**config.mk**
```make
export PLATFORM = sky130hd
export DESIGN_NAME = fetch_prefetch_unit
export DESIGN_NICKNAME = d
export VERILOG_FILES = /design/src/rtl/fetch_prefetch_unit.sv
export SDC_FILE = /design/constraint.sdc
export NUM_CORES = 1
export LEC_CHECK = 0
export BUFFER_PORTS_ARGS = -buffer_cell sky130_fd_sc_hd__buf_4
export CORE_ASPECT_RATIO = 1.2
export CORE_UTILIZATION = 35
export CTS_BUF_LIST = sky130_fd_sc_hd__clkbuf_2 sky130_fd_sc_hd__clkbuf_4 sky130_fd_sc_hd__clkbuf_8
export CTS_CLUSTER_DIAMETER = 40
export DETAILED_ROUTE_END_ITERATION = 6
export PLACE_DENSITY = 0.56
export REMOVE_ABC_BUFFERS = 1
export SYNTH_ARGS = -nofsm -noshare
export SYNTH_HDL_FRONTEND = slang
export SYNTH_SLANG_ARGS = --single-unit
```
**constraint.sdc**
```tcl
create_clock -name clock -period 4.6 [get_ports clock]
set_input_delay 1.38 -clock clock [delete_from_list [all_inputs] [get_ports clock]]
set_output_delay 1.38 -clock clock [all_outputs]
set_load 0.01 [all_outputs]
```
**src/rtl/fetch_prefetch_unit.sv**
```systemverilog
// Instruction-fetch stage: owns the fetch PC, issues 1-cycle-latency memory reads and
// buffers returned instructions in a prefetch FIFO presented to decode via valid/ready.
module fetch_prefetch_unit #(
    parameter int                 ADDR_W   = 16,
    parameter int                 INSTR_W  = 16,
    parameter int                 PC_INCR  = 4,
    parameter int                 DEPTH    = 4,
    parameter logic [ADDR_W-1:0]  RESET_PC = '0
) (
    input  logic                         clock,
    input  logic                         resetN,
    input  logic                         redirectValid,
    input  logic [ADDR_W-1:0]            redirectAddr,
    output logic                         memReq,
    output logic [ADDR_W-1:0]            memAddr,
    input  logic [INSTR_W-1:0]           memRdata,
    output logic                         instrValid,
    output logic [INSTR_W-1:0]           instrData,
    output logic [ADDR_W-1:0]            instrPC,
    output logic [ADDR_W-1:0]            instrPCNext,
    input  logic                         instrReady,
    output logic [$clog2(DEPTH+1)-1:0]   fifoCount
);

    localparam int PTR_W = $clog2(DEPTH);
    localparam int CNT_W = $clog2(DEPTH+1);

    logic [ADDR_W-1:0]  fetch_pc;
    logic [ADDR_W-1:0]  tag_pc;
    logic               inflight;
    logic [CNT_W-1:0]   count;
    logic [PTR_W-1:0]   head;
    logic [PTR_W-1:0]   tail;
    logic [INSTR_W-1:0] data_q [DEPTH];
    logic [ADDR_W-1:0]  pc_q   [DEPTH];

    logic [CNT_W:0]     occ;
    logic               issue;
    logic               push;
    logic               pop;

    // Occupancy includes the read in flight so a response always has a free slot;
    // a same-cycle pop is intentionally not credited.
    assign occ   = {1'b0, count} + (CNT_W+1)'(inflight);
    assign issue = resetN & ~redirectValid & (occ < (CNT_W+1)'(DEPTH));
    assign push  = inflight & ~redirectValid;
    assign pop   = (count != '0) & instrReady;

    assign memReq      = issue;
    assign memAddr     = fetch_pc;
    assign instrValid  = (count != '0);
    assign instrData   = data_q[head];
    assign instrPC     = pc_q[head];
    assign instrPCNext = pc_q[head] + ADDR_W'(PC_INCR);
    assign fifoCount   = count;

    always_ff @(posedge clock) begin
        if (!resetN) begin
            fetch_pc <= RESET_PC;
            tag_pc   <= '0;
            inflight <= 1'b0;
            count    <= '0;
            head     <= '0;
            tail     <= '0;
        end else if (redirectValid) begin
            fetch_pc <= redirectAddr;
            inflight <= 1'b0;
            count    <= '0;
            head     <= '0;
            tail     <= '0;
        end else begin
            inflight <= issue;
            if (issue) begin
                fetch_pc <= fetch_pc + ADDR_W'(PC_INCR);
                tag_pc   <= fetch_pc;
            end
            if (push)
                tail <= tail + PTR_W'(1);
            if (pop)
                head <= head + PTR_W'(1);
            case ({push, pop})
                2'b10:   count <= count + CNT_W'(1);
                2'b01:   count <= count - CNT_W'(1);
                default: count <= count;
            endcase
        end
    end

    // Storage needs no reset: entries are only visible once count covers them.
    always_ff @(posedge clock) begin
        if (resetN && push) begin
            data_q[tail] <= memRdata;
            pc_q[tail]   <= tag_pc;
        end
    end

endmodule

```
==> flow_metrics.py <==
metrics = {
    "global_route": {
        "first_global_vias": 4101,
        "grt_use_total_pct": 14.8,
        "grt_start_max_net_pins": 33,
        "grt_first_pass_wirelength_mm": 21.9,
        "grt.overflow.total": 0,
        "antenna_found_initial": 0,
    },
    "sta": {
        "finalSetupTns_ns": 0,
        "fin_crit_ns": 4.13,
        "max_clock_freq_mhz": 242,
        "setup_viol": 0,
        "hold_viol_final": 0,
        "tightest_slew_ns": 1.00,
        "max-slew-margin-rel_pct": 32.9,
        "rsz0062_at_grt": "no",
        "drv_slew": 0,
        "fin_skew_ns": 0.0119,
        "period_share_pct": 89.7,
    },
    "final_layout": {
        "antenna_cells": 0,
        "fin_util_pct": 43.4,
        "final_common_cell": "edfxtp_1",
        "area_growth_pct": 21.4,
        "layout.nets": 586,
        "multi_input_area_um2": 1910,
        "drive_gt1_share_pct": 33.0,
        "instances_no_fill": 811,
        "n_fill_cell": 1731,
        "area.sequential_um2": 4690,
        "final_cell_mix": "128 x edfxtp_1, 108 x buf_4, 50 x nand2_1",
    },
    "power_and_ir_drop": {
        "p_leak_nw": 2.93,
        "clockPowerShare_pct": 38.6,
        "intPower_mw": 2.32,
        "peakVddDrop_v": 0.000228,
        "combPwrFrac_pct": 4.4,
        "p_sw_share_pct": 21.3,
        "p_sw_mw": 0.627,
        "fin_total_pwr_mw": 2.95,
        "cellPowerDensity_nw_per_um2": 359,
        "p_seq_share_pct": 57.0,
    },
    "place": {
        "gp_congestion": 0.768,
        "placement.io_buffers": 104,
        "dp_cells": 779,
        "dp_hpwl_mm": 9.04,
    },
    "floorplanning": {
        "initial_utilization_pct": 35.7,
        "core_region_area_um2": 18900,
        "io_pins": 105,
        "rows": 55,
        "die-area_um2": 19900,
        "die_w_um": 129,
        "die_h_um": 154,
    },
    "clocking": {
        "clockBufferDepth": 2,
        "clock_sinks": 170,
        "cts_max_level": 4,
        "cts_made_buffers": 17,
        "postCtsSetupRepairBufs": 0,
        "root_buffer": "clkbuf_8",
        "cts_tree": "done",
        "cts-resized-gates": 0,
        "clock_latency_ns": 0.44,
        "cts_hold_buffers": 0,
        "clkTransAtPathRegs_ns": 0.08,
    },
    "synthesis": {
        "yosysUniqueCellTypes": 45,
        "synth_edf_count": 128,
        "synth_cells": 437,
        "synthArstFlopShare_pct": 0,
        "netlist_area_um2": 6760,
        "yosys_warnings": 0,
        "ys.flop_type": "edfxtp_1",
        "ys_seq_area_share_pct": 69.3,
        "ys_ff_latch": 170,
        "syn_avg_cell_area_um2": 15.5,
    },
    "setup_path": {
        "critPathKind": "reg2out",
        "start_kind": "flop",
        "crit_arrival_ns": 2.75,
        "critPathMaxFanout": 20,
        "end_kind": "output port",
        "critical_path_required_ns": 3.22,
    },
    "drt": {
        "drc_errors": 0,
        "wl_per_cell_um": 17.1,
        "drt-initial-drc-count": 313,
        "vias_per_cell": 4.81,
        "routed_wirelength_mm": 13.8,
        "ant_nets": 0,
        "firstDrtPassIters": 4,
        "num_vias": 3900,
    },
    "run": {
        "maxCapViolations": 0,
    },
    "run_status": {
        "outcome": "completed",
    },
    "min_path": {
        "hold_class": "reg2reg",
    },
}
## flip-flops by register name, summed over array words and instances (netlist names), named ones only
| name | cells |
|---|---|
| data_q | 64 |
| pc_q | 64 |
| memAddr | 16 |
| tag_pc | 16 |
| fifoCount | 3 |
| head | 2 |
| tail | 2 |
| inflight | 1 |
## layout make-up
class / count / area share (%)
flip-flops and latches: 170 / 57.1
multi-input cells: 232 / 23.2
repair buffers: 108 / 9.88
well taps: 256 / 3.90
clock buffers: 18 / 2.94
clock inverters: 14 / 2.35
inverters: 13 / 0.610
## metrics by stage
stage               hold slack (ns)  worst slack [ns]  instance area (µm²)
CTS                           0.484             0.324                 8210
global placement              0.471             0.756                 7770
finish                        0.485             0.474                 8210
floorplan                     0.460             0.356                 6640
detailed placement            0.472             0.712                 7770
global route                  0.520             0.192                 8210
## power by group through the flow
stage	Combinational, mW	Sequential (mW)	Clock [mW]
5_1_grt	0.143	1.68	1.23
6_report	0.129	1.68	1.14
3_3_place_gp	0.127	1.71	0
3_5_place_dp	0.130	1.72	0
4_1_cts	0.131	1.68	1.17
2_1_floorplan	0.0532	1.71	0
## cells in the mapped netlist (all sizes together) (7+ instances only)
master / instances / area share (%)
dfxtp: 42 / 12
ha: 7 / 1.3
a21oi: 37 / 2.7
nand3: 9 / 0.67
edfxtp: 128 / 57
clkbuf: 7 / 0.39
nor2: 17 / 0.94
xor2: 8 / 1.0
inv: 12 / 0.67
xnor2: 9 / 1.2
nand2: 51 / 2.9
o21ai: 13 / 0.96
buf: 15 / 1.5
mux4: 32 / 11
## path summary, 6_finish.rpt
check | startpoint | to | slack, ns | cells past startpoint
min | memAddr[0] | tag_pc[0] | 0.48 | 2
max | flop | instrPCNext[13] | 0.47 | 6
max reg2reg | inflight | memAddr[15] | 2.44 | 6
min reg2reg | memAddr[0] | tag_pc[0] | 0.48 | 2
## metal layers
| layer | part of all wire (%) | global-route usage [%] |
|---|---|---|
| met5 | 0 | 0 |
| met2 | 51 | 25.7 |
| met4 | 1.7 | 5.60 |
| met1 | 43 | 18.0 |
| met3 | 4.4 | 2.97 |
## worst max-delay path, stage by stage (launching register included)
cell and delay (ns):
dfxtp_2 0.62, buf_4 0.47, mux4_2 0.64, nand4_1 0.18, nor3_1 0.08, xor2_1 0.16, buf_4 0.15
## logic make-up after synthesis
kind of cell,share of synthesized area (%)
and+or+nand+nor,7.99
muxes,11.3
DFF,69.3
adders and majority gates,1.59
buffers and inverters,2.63
AOI/OAI and AO/OA,5.05
xor gates and xnor gates,2.20
(Power assumes the default switching activity.)
